==> src/rtl/pcm_i2s_frame_sched.sv <==
// pcm_i2s_frame_sched: derives BCLK/WCLK from MCLK and schedules one stereo
// PCM sample per frame onto the serializer inputs, with start/stop sequencing
// and underrun muting.
module pcm_i2s_frame_sched #(
    parameter int unsigned DATA_WIDTH = 32
) (
    input  logic                  MCLK_I,
    input  logic                  RST_I,
    input  logic                  EN_I,
    input  logic [1:0]            DIV_I,
    input  logic [DATA_WIDTH-1:0] PCML_I,
    input  logic [DATA_WIDTH-1:0] PCMR_I,
    input  logic                  VALID_I,
    output logic                  READY_O,
    output logic                  BCLK_O,
    output logic                  WCLK_O,
    output logic [DATA_WIDTH-1:0] PCML_O,
    output logic [DATA_WIDTH-1:0] PCMR_O,
    output logic                  RUN_O,
    output logic                  UNDERRUN_O,
    output logic [15:0]           UNDERRUN_CNT_O
);

    localparam int unsigned F      = $clog2(2 * DATA_WIDTH);
    localparam int unsigned CNT_W  = F + 4;
    localparam int unsigned IDX_W  = $clog2(CNT_W);
    localparam int unsigned UCNT_W = 16;

    typedef enum logic [1:0] {
        S_IDLE  = 2'd0,
        S_PRIME = 2'd1,
        S_RUN   = 2'd2,
        S_STOP  = 2'd3
    } state_t;

    state_t              r_state;
    state_t              w_state_nxt;
    logic [CNT_W-1:0]    r_cnt;
    logic [CNT_W-1:0]    w_cnt_nxt;
    logic [CNT_W-1:0]    w_last;
    logic [1:0]          r_div;
    logic [1:0]          w_div_nxt;
    logic                r_stg_vld;
    logic                w_stg_vld_nxt;
    logic [DATA_WIDTH-1:0] r_stg_l;
    logic [DATA_WIDTH-1:0] r_stg_r;
    logic [DATA_WIDTH-1:0] w_stg_l_nxt;
    logic [DATA_WIDTH-1:0] w_stg_r_nxt;
    logic [DATA_WIDTH-1:0] r_pcml;
    logic [DATA_WIDTH-1:0] r_pcmr;
    logic [DATA_WIDTH-1:0] w_pcml_nxt;
    logic [DATA_WIDTH-1:0] w_pcmr_nxt;
    logic                r_ready;
    logic                w_ready_nxt;
    logic                r_bclk;
    logic                w_bclk_nxt;
    logic                r_wclk;
    logic                w_wclk_nxt;
    logic                r_run;
    logic                w_run_nxt;
    logic                r_under;
    logic                w_under_nxt;
    logic [UCNT_W-1:0]   r_ucnt;
    logic [UCNT_W-1:0]   w_ucnt_nxt;
    logic [IDX_W-1:0]    w_bidx;
    logic [IDX_W-1:0]    w_widx;
    logic                w_frame_end;
    logic                w_xfer;

    // Last counter value of a frame for the latched ratio: L-1 = 2^(div+1+F)-1.
    always_comb begin
        w_last = '0;
        case (r_div)
            2'd0:    w_last = CNT_W'((32'd1 << (F + 1)) - 32'd1);
            2'd1:    w_last = CNT_W'((32'd1 << (F + 2)) - 32'd1);
            2'd2:    w_last = CNT_W'((32'd1 << (F + 3)) - 32'd1);
            default: w_last = CNT_W'((32'd1 << (F + 4)) - 32'd1);
        endcase
    end

    assign w_frame_end = (r_cnt == w_last);

    // A transfer needs READY; dropping EN in PRIME takes priority over accepting.
    assign w_xfer = VALID_I & r_ready & ~((r_state == S_PRIME) & ~EN_I);

    // Next-state, counter, staging and output-register values.
    always_comb begin
        w_state_nxt   = r_state;
        w_cnt_nxt     = r_cnt;
        w_div_nxt     = r_div;
        w_stg_vld_nxt = r_stg_vld;
        w_stg_l_nxt   = r_stg_l;
        w_stg_r_nxt   = r_stg_r;
        w_pcml_nxt    = r_pcml;
        w_pcmr_nxt    = r_pcmr;
        w_under_nxt   = 1'b0;
        w_ucnt_nxt    = r_ucnt;
        w_run_nxt     = 1'b0;
        w_ready_nxt   = 1'b0;
        w_bidx        = '0;
        w_widx        = '0;
        w_bclk_nxt    = 1'b0;
        w_wclk_nxt    = 1'b0;

        case (r_state)
            S_IDLE: begin
                if (EN_I) begin
                    w_div_nxt   = DIV_I;
                    w_cnt_nxt   = '0;
                    w_state_nxt = S_PRIME;
                end
            end

            S_PRIME: begin
                if (!EN_I) begin
                    w_state_nxt = S_IDLE;
                end else if (w_xfer) begin
                    w_pcml_nxt  = PCML_I;
                    w_pcmr_nxt  = PCMR_I;
                    w_cnt_nxt   = '0;
                    w_state_nxt = S_RUN;
                end
            end

            S_RUN, S_STOP: begin
                w_cnt_nxt = w_frame_end ? '0 : r_cnt + 1'b1;
                if (w_frame_end) begin
                    // New frame data becomes visible together with the WCLK fall.
                    if (r_stg_vld) begin
                        w_pcml_nxt    = r_stg_l;
                        w_pcmr_nxt    = r_stg_r;
                        w_stg_vld_nxt = 1'b0;
                    end else if (w_xfer) begin
                        w_pcml_nxt = PCML_I;
                        w_pcmr_nxt = PCMR_I;
                    end else begin
                        w_pcml_nxt  = '0;
                        w_pcmr_nxt  = '0;
                        w_under_nxt = 1'b1;
                        if (r_ucnt != '1) begin
                            w_ucnt_nxt = r_ucnt + 1'b1;
                        end
                    end
                end else if (w_xfer) begin
                    w_stg_l_nxt   = PCML_I;
                    w_stg_r_nxt   = PCMR_I;
                    w_stg_vld_nxt = 1'b1;
                end

                if (r_state == S_RUN) begin
                    if (!EN_I) begin
                        w_state_nxt = S_STOP;
                    end
                end else if (w_frame_end) begin
                    w_state_nxt   = S_IDLE;
                    w_cnt_nxt     = '0;
                    w_stg_vld_nxt = 1'b0;
                end
            end

            default: begin
                w_state_nxt = S_IDLE;
            end
        endcase

        // Status and clock outputs are registered copies of next-cycle state.
        w_run_nxt   = (w_state_nxt == S_RUN) || (w_state_nxt == S_STOP);
        w_ready_nxt = ((w_state_nxt == S_PRIME) || (w_state_nxt == S_RUN)) && !w_stg_vld_nxt;
        w_bidx      = IDX_W'(w_div_nxt);
        w_widx      = IDX_W'(w_div_nxt) + IDX_W'(F);
        w_bclk_nxt  = w_run_nxt & w_cnt_nxt[w_bidx];
        w_wclk_nxt  = w_run_nxt & w_cnt_nxt[w_widx];
    end

    // State and datapath registers with synchronous reset.
    always_ff @(posedge MCLK_I) begin
        if (RST_I) begin
            r_state   <= S_IDLE;
            r_cnt     <= '0;
            r_div     <= '0;
            r_stg_vld <= 1'b0;
            r_stg_l   <= '0;
            r_stg_r   <= '0;
            r_pcml    <= '0;
            r_pcmr    <= '0;
            r_ready   <= 1'b0;
            r_bclk    <= 1'b0;
            r_wclk    <= 1'b0;
            r_run     <= 1'b0;
            r_under   <= 1'b0;
            r_ucnt    <= '0;
        end else begin
            r_state   <= w_state_nxt;
            r_cnt     <= w_cnt_nxt;
            r_div     <= w_div_nxt;
            r_stg_vld <= w_stg_vld_nxt;
            r_stg_l   <= w_stg_l_nxt;
            r_stg_r   <= w_stg_r_nxt;
            r_pcml    <= w_pcml_nxt;
            r_pcmr    <= w_pcmr_nxt;
            r_ready   <= w_ready_nxt;
            r_bclk    <= w_bclk_nxt;
            r_wclk    <= w_wclk_nxt;
            r_run     <= w_run_nxt;
            r_under   <= w_under_nxt;
            r_ucnt    <= w_ucnt_nxt;
        end
    end

    assign READY_O        = r_ready;
    assign BCLK_O         = r_bclk;
    assign WCLK_O         = r_wclk;
    assign PCML_O         = r_pcml;
    assign PCMR_O         = r_pcmr;
    assign RUN_O          = r_run;
    assign UNDERRUN_O     = r_under;
    assign UNDERRUN_CNT_O = r_ucnt;

endmodule
==> config.mk <==
export PLATFORM = sky130hd
export DESIGN_NAME = pcm_i2s_frame_sched
export DESIGN_NICKNAME = d
export VERILOG_FILES = /design/src/rtl/pcm_i2s_frame_sched.sv
export SDC_FILE = /design/constraint.sdc
export NUM_CORES = 1
export LEC_CHECK = 0
export ABC_AREA = 0
export CAP_MARGIN = 20
export CORE_UTILIZATION = 45
export DETAILED_ROUTE_END_ITERATION = 12
export HOLD_SLACK_MARGIN = 0.02
export PLACE_DENSITY_LB_ADDON = 0.3
export SYNTH_ARGS = -nofsm -noshare
export SYNTH_HDL_FRONTEND = slang
export SYNTH_SLANG_ARGS = --single-unit
==> constraint.sdc <==
create_clock -name MCLK_I -period 2.2 [get_ports MCLK_I]
set_clock_uncertainty 0.2 [all_clocks]
set_input_delay 0.33 -clock MCLK_I [delete_from_list [all_inputs] [get_ports MCLK_I]]
set_output_delay 0.33 -clock MCLK_I [all_outputs]
set_load 0.005 [all_outputs]
# Word level (Yosys, flattened, before mapping)
# Cells that the tools add are included.
dict set report word_totals {
  in_bits 70
  word_cells 94
  reg_bits 164
}
dict set report classes {
  n_addsub 3
  order_cmp 2
  reduce_logical 12
  eq_ne 13
  n_mux 39
  bitwise 11
}
# cell count
set op_table {}
lappend op_table {{2-to-1 mux 32 bit} 10}
lappend op_table {{one-hot mux 32 bit (2 select lines)} 2}
lappend op_table {{2-to-1 mux 10 bit} 6}
lappend op_table {{one-hot mux 10 bit (3 select lines)} 2}
lappend op_table {{adder 16 x 1 -> 16 bit, second input constant} 1}
lappend op_table {{2-to-1 mux 2 bit} 8}
lappend op_table {{!= test 16 bit, second input constant} 1}
lappend op_table {{adder 10 x 1 -> 10 bit, second input constant} 1}
lappend op_table {{equality test 10 bit} 1}
lappend op_table {{equality test 2 bit, second input constant} 5}
lappend op_table {{2-to-1 mux 1 bit} 8}
lappend op_table {{equality test 2 x 1 -> 1 bit, second input constant} 3}
lappend op_table {{!= test 2 bit, second input constant} 3}
lappend op_table {{inverter 1 bit} 6}
lappend op_table {{one-hot mux 2 bit (3 select lines)} 1}
lappend op_table {{AND 1 bit} 5}
lappend op_table {{< comparator 2 x 5 -> 1 bit, second input constant} 1}
lappend op_table {{< comparator 4 x 5 -> 1 bit, second input constant} 1}
lappend op_table {{AND reduction 5 bit} 1}
lappend op_table {{adder 2 x 3 -> 4 bit, second input constant} 1}
lappend op_table {{binary-select mux 1 bit (select 4 bit)} 1}
lappend op_table {{zero test 2 bit} 2}
lappend op_table {{AND reduction 4 bit} 1}
lappend op_table {{OR reduction 4 bit} 1}
lappend op_table {{other kinds (7)} 8}

# Longest topological paths before layout
# Gate-level depths: netlist of the first run.
dict set report logic_depth {
  depth_word 11
  ltp_mapped 9
  mapped_depth_nobuf 7
}

# Worst setup path before layout of the first run
# No wires, ideal clock.
dict set report synth_path {
  path_kind {input to register}
  from {input port VALID_I}
  to {register r_ucnt[9] (netlist: UNDERRUN_CNT_O[9])}
  n_path_buf 1
  slack_ns -0.018
  t_arrival_ns 1.895
  path_stages 7
  cell_sequence {and2_4 buf_6 or3_4 or3_4 nor2_4 and3_1 mux2_1}
}
dict set report synth_via {
  elab_chain_len 4
}
# item line
set synth_lines {}
lappend synth_lines {{from (decl)} 13} ;# input logic VALID_I,
lappend synth_lines {{AND 1 bit (2 in series)} 84} ;# assign w_xfer = VALID_I & r_ready & ~((r_state == S_PRIME) & ~EN_I);
lappend synth_lines {{inverter 1 bit (no source line)} n/a}
lappend synth_lines {{AND reduction 5 bit (no source line)} n/a}
lappend synth_lines {{to (signal assigned)} 206} ;# r_ucnt <= w_ucnt_nxt;
lappend synth_lines {{to (decl)} 63} ;# logic [UCNT_W-1:0] r_ucnt;
# Every way passes these cells.
# A chain may end at the register's enable or synchronous reset.

# Final worst setup path of the first run
dict set report layout_path {
  from {input port VALID_I}
  to {register r_ucnt[12] (netlist: UNDERRUN_CNT_O[12])}
}
# The elaborated chain is that of the path after synthesis.

==> results of run 1 <==
## power groups by stage
| stage | combinational, mW | clock, mW | sequential [mW] |
|---|---|---|---|
| after floorplan | 0.179 | 0 | 3.04 |
| after global placement | 0.425 | 0 | 3.04 |
| final | 0.442 | 3.06 | 2.98 |
| after CTS | 0.431 | 3.12 | 2.98 |
| after global routing | 0.474 | 3.25 | 2.98 |
| after detailed placement | 0.428 | 0 | 3.04 |
## per-stage QoR
| stage | hold slack, ps | power [mW] | cells |
|---|---|---|---|
| 3_3_place_gp | 240 | 3.47 | 1172 |
| 5_1_grt | 57.1 | 6.70 | 1219 |
| 4_1_cts | 43.4 | 6.52 | 1205 |
| 2_1_floorplan | 236 | 3.22 | 804 |
| 3_5_place_dp | 246 | 3.47 | 1172 |
| 6_report | 53.3 | 6.48 | 1219 |
## placed cells by master (no fill, tap or decap), types with 3 or more instances in the layout
master             n
nor3_1             5
nand3_1            7
dfxtp_1          154
a21oi_1           65
xnor2_1            8
a22oi_1            5
a21oi_2            8
nor2b_1            3
o21ai_0            7
buf_6              3
and3_1             3
nand2_1          148
clkinvlp_4         4
buf_12            13
clkbuf_16         23
o31ai_1           64
clkdlybuf4s50_1  153
buf_4             55
mux2i_1           66
and2_1             3
dfxtp_2            9
nand3b_1          64
nor2_1            41
bufinv_16          3
nand4_1            5
xor2_1             5
nor4_4             3
inv_1              5
## flip-flops by register name, summed over array words and instances (netlist names), 2 cells and up
register	count
r_div	2
r_cnt	10
PCML_O	32
r_stg_r	32
r_state	2
PCMR_O	32
UNDERRUN_CNT_O	16
r_stg_l	32
## routing by layer
layer	global-route usage, %	vias to the layer above
met5	0	-
met4	7.54	0
met3	6.48	25
met2	35.8	179
met1	29.2	3141
li1	-	3225
## cell families after synthesis
family,Yosys count
and+or+nand+nor,310
AOI/OAI and AO/OA,175
DFF,163
muxes,72
buffers and inverters,68
xor gates and xnor gates,14
adders and majority gates,2
## path summary, 6_finish.rpt
check               from            endpoint  cells past startpoint
max reg2reg     r_cnt[8]  UNDERRUN_CNT_O[12]                      6
min reg2reg  r_stg_r[20]         r_stg_r[20]                      2
max              VALID_I  UNDERRUN_CNT_O[12]                      8
min                RST_I  UNDERRUN_CNT_O[15]                      2
## area by class of cell
cell class                      instances  area [um^2]
Fill cell                            1279         5440
Tap cell                              216          270
Timing Repair Buffer                  230         2390
Inverter                                5         18.8
Clock inverter                         11          151
Sequential cell                       163         3270
Clock buffer                           21          460
Multi-Input combinational cell        573         3820
## what timing repair did
item,4_1_cts,5_1_grt
gates cloned,0,7
setup buffers,1,7
resized for setup,0,36
pin swaps,0,7
setup endpoints to repair,1,136
==> impl_metrics.ini, run 1 <==
[run_status]
status = finished clean

[timing]
hold_violations = 0
fmax_ghz = 0.457
finalMaxSlewViolations = 0
min_period_ps = 2190
tns_ps = 0
fin_crit_sh_pct = 99.5
slew_headroom_pct = 66.8
setup_viol = 0
rsz0062_at_grt = yes
setup_ws_ps = 10.6
tightest_slew_ps = 498

[drt]
routed_via_density = 5.39
wl_met3_mm = 1.19
drcViolationCount = 0
firstDrtPassIters = 5
routed_wl_mm = 19.9
wire_per_inst_um = 16.4
antenna_left = 0
vias = 6570
routed.top_layer = met4
met2WireLength_mm = 9.44
drt-met1-wl_mm = 9.04
drtIter0Drc = 525

[power]
clkPwrFrac_pct = 47.2
p_leak_nw = 4.07
internal-power_mw = 5.06
power_frac_comb_pct = 6.8
p_seq_share_pct = 46.0
p_sw_mw = 1.42
power_density_mw_per_mm2 = 624
switching_share_pct = 21.9
ir_drop_uv = 608

[synth]
synth-edff-count = 0
synthAdderAreaFrac_pct = 0.344
synth_compound_area_share_pct = 16.2
synthMuxAreaShare_pct = 10.1
yosys_warnings = 0
synthCells = 804
ys.flop_type = dfxtp_1
yosysMostFrequentCell = dfxtp_1
synth_common_cells = dfxtp_1, nand2_1, a21oi_1, mux2i_1
synthTopCellsByArea = dfxtp_1, mux2i_1, nand2_1
synth_top_family_by_area = simple AND/OR/NAND/NOR gates
synthXorXnorAreaFrac_pct = 1.69
synth_top_area_share_pct = 44.9
synth-seq-area-share_pct = 44.9
ys_ff_latch = 163
avgSynthCellArea_um2 = 9.05
synth_largest_area_cell = dfxtp_1
synth_cell_types = 63
synth-simple-area-share_pct = 22.3
async_reset_ff_share_pct = 0
netlist_area_mm2 = 0.00727
synth_nets = 876

[clocking]
clkSlewWorstSetupHoldPaths_ps = 60
cts.sinks = 163
htreeDepth = 4
clock_latency_ps = 420
cts_made_buffers = 17
ctsRootBufferMaster = clkbuf_16
cts_buffer_depth = 2
cts_tree = yes
postCtsHoldBufs = 0

[floorplanning]
ioPinCount = 155
fp-row-count = 46
start_util_pct = 46.0
floorplan.die.height_um = 129
die_x_um = 129
fp.dieArea_mm2 = 0.0167
coreArea_mm2 = 0.0158

[cells_and_area]
diodes = 0
area_growth_pct = 42.8
fin_util_pct = 65.6
nNetsFinal = 1062
stdcell_area_mm2 = 0.0104
layout-drive-gt1-share_pct = 16.4

[worst_setup_path]
path_cells = clkdlybuf4s50_1, and2_4, or3_4, buf_4, a211o_4, nor4_2, and3b_1, nor3_1
slowest_delay_ps = 440
cp_num_buf_inv = 2
reg2reg_slack_ps = 40
startpoint_type = input port
required_ps = 2290
slowest_stage = clkdlybuf4s50_1
critPathCaptureType = register
critPathTopFamily = simple AND/OR/NAND/NOR gates
path_class = input port to register
path_max_fanout = 8
arrival_ps = 2280

[placed_design]
gp_congestion = 0.861
placed_area_mm2 = 0.00941
portBuffers = 154
dp_hpwl_mm = 11.9
pre_cts_ws_ps = -392

[global_route]
grt_max_degree = 94
grt_pass1_wl_mm = 29.9
antenna_found_initial = 0
gr-total-overflow = 0
grt_usage_pct = 22.5
grt_pass1_vias = 6142

[run]
cap_violations = 0

[worst_hold_path]
hold_class = input port to register
Note: power is estimated with default switching activity, not from simulation.
==> run 2: changes to the inputs <==
--- a/config.mk
+++ b/config.mk
@@ -6,11 +6,12 @@
 export NUM_CORES = 1
 export LEC_CHECK = 0
 export ABC_AREA = 0
+export ABC_CLOCK_PERIOD_IN_PS = 2200
 export CAP_MARGIN = 20
 export CORE_UTILIZATION = 45
 export DETAILED_ROUTE_END_ITERATION = 12
 export HOLD_SLACK_MARGIN = 0.02
-export PLACE_DENSITY_LB_ADDON = 0.3
+export PLACE_DENSITY_LB_ADDON = 0.08
 export SYNTH_ARGS = -nofsm -noshare
 export SYNTH_HDL_FRONTEND = slang
 export SYNTH_SLANG_ARGS = --single-unit
==> constraint.sdc (replaced) <==
create_clock -name MCLK_I -period 2.2 [get_ports MCLK_I]
set_clock_uncertainty 0.2 [all_clocks]
set_input_delay 0.33 -clock MCLK_I [delete_from_list [all_inputs] [get_ports MCLK_I]]
set_output_delay 0.33 -clock MCLK_I [all_outputs]
set_load 0.02 [all_outputs]
==> impl_metrics.ini, run 2 (same netlist as run 1, synthesis figures left out) <==
[run_status]
status = finished clean

[power]
finalPower_mw = 6.58
power_density_mw_per_mm2 = 641
ir_drop_uv = 487
p_leak_nw = 3.99

[timing]
rsz0062_at_grt = yes
hold_violations = 0
tns_ps = 0
min_period_ps = 2180
fmax_ghz = 0.459
setup_viol = 0
fin_crit_sh_pct = 99.1
setup_ws_ps = 19.9
tightest_slew_ps = 459
finalMaxSlewViolations = 0
slew_headroom_pct = 68.6

[cells_and_area]
final_common_cell = dfxtp_1
nNetsFinal = 1051
diodes = 0
fin_util_pct = 64.9
mostFrequentLayoutCells = dfxtp_1, clkdlybuf4s50_1, nand2_1
nFillCells = 1266
layout-drive-gt1-share_pct = 14.7
area.sequential_mm2 = 0.00328
area_growth_pct = 41.2
stdcell_area_mm2 = 0.0103
multi_input_area_mm2 = 0.00381

[clocking]
ctsRootBufferMaster = clkbuf_16
cts_tree = yes
cts_made_buffers = 17
cts.sinks = 163
htreeDepth = 4
clock_latency_ps = 420
postCtsHoldBufs = 0
clkSlewWorstSetupHoldPaths_ps = 70
cts_buffer_depth = 2

[placed_design]
placed_area_mm2 = 0.00934
portBuffers = 154
dp_hpwl_mm = 12.4
pre_cts_ws_ps = -405
gp_congestion = 0.867

[floorplanning]
die_x_um = 129
fp.dieArea_mm2 = 0.0167
ioPinCount = 155
fp-row-count = 46
start_util_pct = 46.0
floorplan.die.height_um = 129
coreArea_mm2 = 0.0158

[drt]
routed_via_density = 5.41
vias = 6539
antenna_left = 0
drtIter0Drc = 434
routed_wl_mm = 20.2
wire_per_inst_um = 16.7
drcViolationCount = 0
firstDrtPassIters = 5

[worst_setup_path]
startpoint_type = input port
arrival_ps = 2290
reg2reg_slack_ps = 60
path_class = input port to register
critPathCaptureType = register
required_ps = 2310
path_max_fanout = 3

[global_route]
grt_usage_pct = 24.0
grt_max_degree = 70
grt_pass1_vias = 6334
grt_pass1_wl_mm = 31.7
gr-total-overflow = 0
antenna_found_initial = 0

[run]
cap_violations = 0

[worst_hold_path]
hold_class = input port to register
run 2: cell count changes in the layout (fill, tap and decap cells not counted), moves of 3 or more:
cell	previous run	this run
a21oi_1	65	72
a21oi_2	8	0
buf_4	55	47
clkbuf_16	23	20
dfxtp_2	9	5
dfxtp_4	0	3
inv_8	0	3
run 2: report_power, final:
group	total (mW)	switching, mW	internal, mW	leakage (nW)
clock	3.16	1.30	1.86	0.303
combinational	0.450	0.213	0.237	2.37
sequential	2.98	0.0125	2.96	1.32
run 2: cell type report:
cell class / instances / share of cell area (%)
repair buffers: 219 / 22.0
inverters: 5 / 0.183
well taps: 216 / 2.63
clock inverters: 14 / 1.86
flip-flops and latches: 163 / 31.9
clock buffers: 18 / 4.28
multi-input cells: 573 / 37.1
run 2: path summary, 6_finish.rpt:
kind / start / depth (start not counted) / to
worst max-delay path: VALID_I / 7 / UNDERRUN_CNT_O[9]
worst max register to register: r_cnt[8] / 7 / UNDERRUN_CNT_O[12]
worst min-delay path: RST_I / 2 / r_cnt[7]
worst min register to register: r_stg_r[23] / 2 / r_stg_r[23]
run 2: metrics by stage:
stage          hold slack [ps]  std cells
5_1_grt                    129       1208
4_1_cts                    102       1202
6_report                   111       1208
3_3_place_gp               240       1166
3_5_place_dp               247       1166
2_1_floorplan              236        804
run 2: repair_timing:
action / 4_1_cts / 5_1_grt
pin swaps: 3 / 7
setup buffers: 3 / 3
gates cloned: 1 / 3
resized for setup: 4 / 30
endpoints found under the setup margin: 35 / 136
run 2: worst max-delay path, cell delays in order:
cell and delay, ps:
clkdlybuf4s50_1 450, and2_4 180, or3_4 330, or3_4 360
nor2_4 150, and3_1 180, mux2_1 310
run 2: metal layers:
| metal | track usage [%] | routed length, um | vias up |
|---|---|---|---|
| met5 | 0 | 0 | - |
| met4 | 8.86 | 333 | 0 |
| met3 | 5.95 | 1060 | 30 |
| met2 | 40.1 | 9720 | 153 |
| met1 | 30.1 | 9110 | 3157 |
| li1 | - | - | 3199 |
